### src/rtl/player_pkg.sv
// Shared types and default timing constants for the player life-cycle logic.
package player_pkg;

    typedef enum logic [2:0] {
        IDLE      = 3'd0,
        PLAYING   = 3'd1,
        EXPLODING = 3'd2,
        RESPAWN   = 3'd3,
        GAME_OVER = 3'd4
    } player_state_t;

    // Defaults, also used by the sprite drawer so animations stay in step.
    localparam int DEF_EXPLODE_FRAMES = 32;
    localparam int DEF_INVULN_FRAMES  = 120;
    localparam int DEF_BLINK_FRAMES   = 8;

    // Bits needed to hold max(a, b) - 1, never less than one bit.
    function automatic int cnt_width(input int a, input int b);
        int m;
        m = (a > b) ? a : b;
        return (m > 1) ? $clog2(m) : 1;
    endfunction

endpackage

### src/rtl/player_life_ctrl_frame_timer.sv
// Counts startOfFrame pulses up to N-1; done flags the last frame in the
// same cycle as its startOfFrame pulse.
module frame_timer #(
    parameter int N = 4,
    parameter int W = 2
) (
    input  logic         clk,
    input  logic         rst,
    input  logic         clear_i,
    input  logic         sof_i,
    output logic [W-1:0] count_o,
    output logic         done_o
);

    logic [W-1:0] count_q, count_d;

    assign done_o  = sof_i && (count_q == W'(N - 1));
    assign count_o = count_q;

    // Next count: clear wins, otherwise advance per frame and wrap after N-1.
    always_comb begin
        count_d = count_q;
        if (clear_i)     count_d = '0;
        else if (done_o) count_d = '0;
        else if (sof_i)  count_d = count_q + W'(1);
    end

    // Counter register.
    always_ff @(posedge clk) begin
        if (rst) count_q <= '0;
        else     count_q <= count_d;
    end

endmodule

### src/rtl/player_life_ctrl.sv
// Player life-cycle FSM: hit -> explosion -> respawn/invulnerability or
// game over, with registered pulse and level outputs.
module player_life_ctrl
    import player_pkg::*;
#(
    parameter int EXPLODE_FRAMES = DEF_EXPLODE_FRAMES,
    parameter int INVULN_FRAMES  = DEF_INVULN_FRAMES,
    parameter int BLINK_FRAMES   = DEF_BLINK_FRAMES
) (
    input  logic       clk,
    input  logic       rst,
    input  logic       start,
    input  logic       hit,
    input  logic       startOfFrame,
    input  logic [2:0] lives_left,
    output logic       explosion,
    output logic       game_over,
    output logic       new_game,
    output logic       respawn,
    output logic       exploding,
    output logic       invulnerable,
    output logic       player_visible
);

    localparam int CNT_W = cnt_width(EXPLODE_FRAMES, INVULN_FRAMES);

    player_state_t state_q, state_d;
    logic          state_chg;
    logic [CNT_W-1:0] exp_cnt, inv_cnt, frame_cnt, frame_cnt_nx;
    logic          exp_done, inv_done;
    logic          explosion_d, new_game_d, respawn_d, visible_d;
    logic          explosion_q, game_over_q, new_game_q, respawn_q;
    logic          exploding_q, invulnerable_q, visible_q;

    // Every state change restarts the frame count at 0.
    assign state_chg = (state_d != state_q);

    frame_timer #(.N(EXPLODE_FRAMES), .W(CNT_W)) u_exp_tmr (
        .clk     (clk),
        .rst     (rst),
        .clear_i (state_chg),
        .sof_i   (startOfFrame),
        .count_o (exp_cnt),
        .done_o  (exp_done)
    );

    frame_timer #(.N(INVULN_FRAMES), .W(CNT_W)) u_inv_tmr (
        .clk     (clk),
        .rst     (rst),
        .clear_i (state_chg),
        .sof_i   (startOfFrame),
        .count_o (inv_cnt),
        .done_o  (inv_done)
    );

    // The registered visibility needs the count as it will be after this edge.
    assign frame_cnt    = (state_q == RESPAWN) ? inv_cnt : exp_cnt;
    assign frame_cnt_nx = state_chg    ? '0 :
                          startOfFrame ? frame_cnt + CNT_W'(1) : frame_cnt;

    // Next state and one-cycle pulse requests.
    always_comb begin
        state_d     = state_q;
        explosion_d = 1'b0;
        new_game_d  = 1'b0;
        respawn_d   = 1'b0;
        case (state_q)
            IDLE, GAME_OVER: begin
                if (start) begin
                    new_game_d = 1'b1;
                    state_d    = PLAYING;
                end
            end
            PLAYING: begin
                if (hit) begin
                    explosion_d = 1'b1;
                    state_d     = EXPLODING;
                end else if (lives_left == 3'd0 && !new_game_q) begin
                    // While new_game is on the wire the lives counter has not
                    // reloaded yet, so a zero here is stale.
                    state_d = GAME_OVER;
                end
            end
            EXPLODING: begin
                if (exp_done) begin
                    if (lives_left == 3'd0) begin
                        state_d = GAME_OVER;
                    end else begin
                        respawn_d = 1'b1;
                        state_d   = RESPAWN;
                    end
                end
            end
            RESPAWN: begin
                if (inv_done) state_d = PLAYING;
            end
            default: state_d = IDLE;
        endcase
    end

    // Sprite enable: solid while playing, blinking during invulnerability.
    always_comb begin
        visible_d = 1'b0;
        if (state_d == PLAYING)
            visible_d = 1'b1;
        else if (state_d == RESPAWN)
            visible_d = ((frame_cnt_nx & CNT_W'(BLINK_FRAMES)) == '0);
    end

    // State and output registers; reset drops any in-flight pulse.
    always_ff @(posedge clk) begin
        if (rst) begin
            state_q        <= IDLE;
            explosion_q    <= 1'b0;
            game_over_q    <= 1'b0;
            new_game_q     <= 1'b0;
            respawn_q      <= 1'b0;
            exploding_q    <= 1'b0;
            invulnerable_q <= 1'b0;
            visible_q      <= 1'b0;
        end else begin
            state_q        <= state_d;
            explosion_q    <= explosion_d;
            game_over_q    <= (state_d == GAME_OVER);
            new_game_q     <= new_game_d;
            respawn_q      <= respawn_d;
            exploding_q    <= (state_d == EXPLODING);
            invulnerable_q <= (state_d == RESPAWN);
            visible_q      <= visible_d;
        end
    end

    assign explosion      = explosion_q;
    assign game_over      = game_over_q;
    assign new_game       = new_game_q;
    assign respawn        = respawn_q;
    assign exploding      = exploding_q;
    assign invulnerable   = invulnerable_q;
    assign player_visible = visible_q;

endmodule
### config.mk
export PLATFORM = sky130hd
export DESIGN_NAME = player_life_ctrl
export DESIGN_NICKNAME = d
export VERILOG_FILES = /design/src/rtl/player_pkg.sv /design/src/rtl/player_life_ctrl_frame_timer.sv /design/src/rtl/player_life_ctrl.sv
export SDC_FILE = /design/constraint.sdc
export NUM_CORES = 1
export LEC_CHECK = 0
export CORE_MARGIN = 2
export CORE_UTILIZATION = 53
export CTS_BUF_LIST = sky130_fd_sc_hd__clkbuf_8
export CTS_CLUSTER_SIZE = 12
export DETAILED_ROUTE_END_ITERATION = 10
export GPL_TIMING_DRIVEN = 0
export PLACE_DENSITY = 0.87
export SYNTH_ARGS = -nofsm -noshare
export SYNTH_HDL_FRONTEND = slang
export SYNTH_SLANG_ARGS = --single-unit
### constraint.sdc
create_clock -name clk -period 5.05 [get_ports clk]
set_input_delay 1.2625 -clock clk [delete_from_list [all_inputs] [get_ports clk]]
set_output_delay 1.2625 -clock clk [all_outputs]
set_load 0.01 [all_outputs]
==> results.cfg, run 1 <==
[finish]
layoutNonFillerInstCount = 164
synthToLayoutAreaGrowth_pct = 19.19
fin_nets = 148
nFillCells = 159
antenna_cells = 0
drive_gt1_share_pct = 11.68
fin_area_sq_um = 1360

[critical_path]
worstReg2RegStart = u_inv_tmr.count_o[0]
reg2reg_to = u_inv_tmr.count_o[6]
path_class = in2reg
slowest_stage = nor4_1
critPathMaxStageDelay_ns = 0.64
critPathMaxFanout = 9
reg2reg_depth = 5
crit_family = simple AND/OR/NAND/NOR gates
setup.worst_path.end_class = flop
critPathBufInv = 1
reg2reg_slack_ns = 3.17
arrival_ns = 3.09
start_kind = primary input
crit_chain = clkdlybuf4s50_1, nor4_1, o21ai_2, nor3_2, nor3_1
required_ns = 5.18

[timing]
maxSlewHeadroom_pct = 53.45
finalSetupViolCount = 0
skew_ns = 0.003806
tns_ns = 0
worstMarginPinSlew_ns = 0.6919
fin_ws_ns = 2.089
rsz0062_at_grt = false
fin_crit_sh_pct = 58.64
hold_viol_final = 0
layout_min_cycle_time_ns = 2.961
fmax_mhz = 337.7
fin_hold_ws_ns = 0.5397
slew_violations = 0

[floorplanning]
start_util_pct = 57.00
die_w_um = 50.40
coreArea_sq_um = 2002
die_y_um = 50.40
die-area_sq_um = 2540
ios = 15
row_count = 16

[cts]
cts_hold_buf = 0
ctsResizeCount = 0
clkTransAtPathRegs_ns = 0.08
cts_buffer_depth = 2
cts_tree = built
cts_sinks = 24
clock_latency_ns = 0.26
cts-root-buf = clkbuf_8
cts_htree_levels = 1
numCtsBuffers = 3
postCtsSetupBuffers = 0

[drt]
met2WireLength_um = 1153
wl_per_cell_um = 13.66
wl_met3_um = 86
highest_layer = met4
drc = 0
ant_nets = 0
wl_um = 2241
via_per_inst = 5.970
wl_met1_um = 975
vias = 979
first_iter_violations = 23
dr.pass1.iters = 4

[place]
dp_cells = 160
dp.final_hpwl_um = 1686
io_buffers = 13
dp_slack_ns = 1.823
gp_congestion = 0.8522
placed_area_sq_um = 1305

[run]
drv_cap = 0

[synthesis]
syn_inst = 120
syn_area_sq_um = 1141
synth_compound_area_share_pct = 11.73
yosys.area.top_type = dfxtp_1
synth-edff-count = 0
synthSimpleGateAreaFrac_pct = 30.37
synth_top_family_by_area = simple AND/OR/NAND/NOR gates
ys_seq_area_share_pct = 42.11
ys_seq_elements = 24
muxShareOfSynthArea_pct = 1.754
synth_fa_ha_area_share_pct = 2.193
synthFlopType = dfxtp_1
yosys.cell_types.count = 41
async_reset_ff_share_pct = 0
synth_xor_area_share_pct = 8.443
synthTopCellsByArea = dfxtp_1, xnor2_1, nor2_1
avgSynthCellArea_sq_um = 9.509
ys_warn_count = 0
synth.net_count = 130
synth.top_cell.area_share_pct = 42.11

[hold_path]
holdCritStartpoint = u_exp_tmr.count_o[6]
min_path_type = reg2reg
hold_path_depth = 2
whs_endpoint = u_exp_tmr.count_o[6]

[power_and_ir_drop]
p_per_area_nw_per_um2 = 277.3
switching_share_pct = 23.69
cell_internal_pwr_w = 0.0002878
switchingPower_w = 0.00008937
power_frac_comb_pct = 13.0
ir_worst_vdd_mv = 0.1686
pwr-share-clk_pct = 34.1
p_leak_nw = 0.4811
pwr-share-seq_pct = 52.9

[global_routing]
grt_max_degree = 14
overflow = 0
gr-usage-all-layers_pct = 19.42
grt_pass1_wl_um = 3808
grt_pass1_vias = 958
antenna_found_initial = 0

[run_status]
status = finished, final reports clean
[layer usage]
layer / global-route usage (%) / vias to the layer above
met4: 11.71 / 0
met5: 0 / -
met1: 21.50 / 470
met3: 3.571 / 4
li1: - / 478
met2: 34.21 / 27
[power groups by stage]
| stage | clock network (W) | registers (W) | logic (W) |
|---|---|---|---|
| finish | 0.000128 | 0.000200 | 0.0000491 |
| global route | 0.000139 | 0.000201 | 0.0000538 |
| CTS | 0.000132 | 0.000200 | 0.0000491 |
| detailed placement | 0 | 0.000204 | 0.0000488 |
| global placement | 0 | 0.000204 | 0.0000477 |
| floorplan | 0 | 0.000204 | 0.0000309 |
[through the flow]
step	util [%]	total power [W]
after global placement	65.19	0.0002514
final	67.94	0.0003772
after global routing	67.94	0.0003930
after floorplan	-	0.0002353
after CTS	67.94	0.0003811
after detailed placement	65.19	0.0002529
[worst max path at each step]
| stage | start | to | depth (start not counted) |
|---|---|---|---|
| final | lives_left[1] | u_inv_tmr.count_o[6] | 5 |
| after floorplan | lives_left[1] | u_inv_tmr.count_o[5] | 4 |
| after CTS | lives_left[1] | u_inv_tmr.count_o[6] | 5 |
| after detailed placement | lives_left[1] | u_inv_tmr.count_o[5] | 5 |
| after global placement | lives_left[1] | u_inv_tmr.count_o[1] | 5 |
| after global routing | lives_left[1] | u_inv_tmr.count_o[6] | 5 |
[worst register-to-register path: cells and delay by family (launching register included)]
family | cells | cell delay, ns
AND/OR/NAND/NOR | 3 | 0.99
flip-flops | 1 | 0.40
adder cells (fa/ha/maj) | 1 | 0.22
AO/OA/AOI/OAI | 1 | 0.14
[synth_stat cells (all sizes together), types with 2 or more instances]
cell type  instances
a21oi              7
nor3               9
o21ai              2
buf                3
inv                2
nor2b              2
xor2               5
nand3              3
dfxtp             24
and4               2
nand4              6
nand2              4
o211ai             2
a31oi              2
or3b               3
nor4               4
nor2              12
and3               2
nor4b              2
xnor2              6
mux2i              2
ha                 2
[cell type report]
| type | instances | area (sq um) | area share, % |
|---|---|---|---|
| buffer | 4 | 31.28 | 2.300 |
| timing repair buffer | 13 | 130.1 | 9.568 |
| sequential | 24 | 480.5 | 35.33 |
| clock buffer | 4 | 55.05 | 4.048 |
| inverter | 2 | 7.507 | 0.5520 |
| multi-input combinational | 90 | 621.8 | 45.72 |
| tap | 27 | 33.78 | 2.484 |
[placed cells by master, fill, tap and decap left out, drive strengths merged, types with 2 or more instances in the layout]
cell and instances:
a21oi 7, a31oi 2, and3 2, and4 2, buf 3, clkbuf 5
clkdlybuf4s50 13, dfxtp 24, ha 2, inv 2, mux2i 2, nand2 4
nand3 3, nand4 6, nor2 12, nor2b 2, nor3 9, nor4 4
nor4b 2, o211ai 2, o21ai 2, or3b 3, xnor2 6, xor2 5
[logic make-up after synthesis]
| group | Yosys count |
|---|---|
| DFF | 24 |
| xor gates and xnor gates | 11 |
| buffers and inverters | 6 |
| and+or+nand+nor | 56 |
| AOI/OAI and AO/OA | 19 |
| adders and majority gates | 2 |
| muxes | 2 |
(Power assumes the default switching activity.)
==> run 2, diff against run 1 <==
- clock period: 5.05 -> 2.8 ns (I/O delays scaled with it)
==> results of run 2 <==
The final DEF is identical to that of run 1. Status: finished, final reports clean.
Among the figures that moved: setup slack after placement 1.823 ns -> 0.1351 ns; setup slack after layout 2.089 ns -> 0.4014 ns; register-to-register setup slack 3.17 ns -> 0.92 ns; total power 0.0003772 W -> 0.0006803 W; worst IR drop on VDD 0.1686 mV -> 0.3042 mV
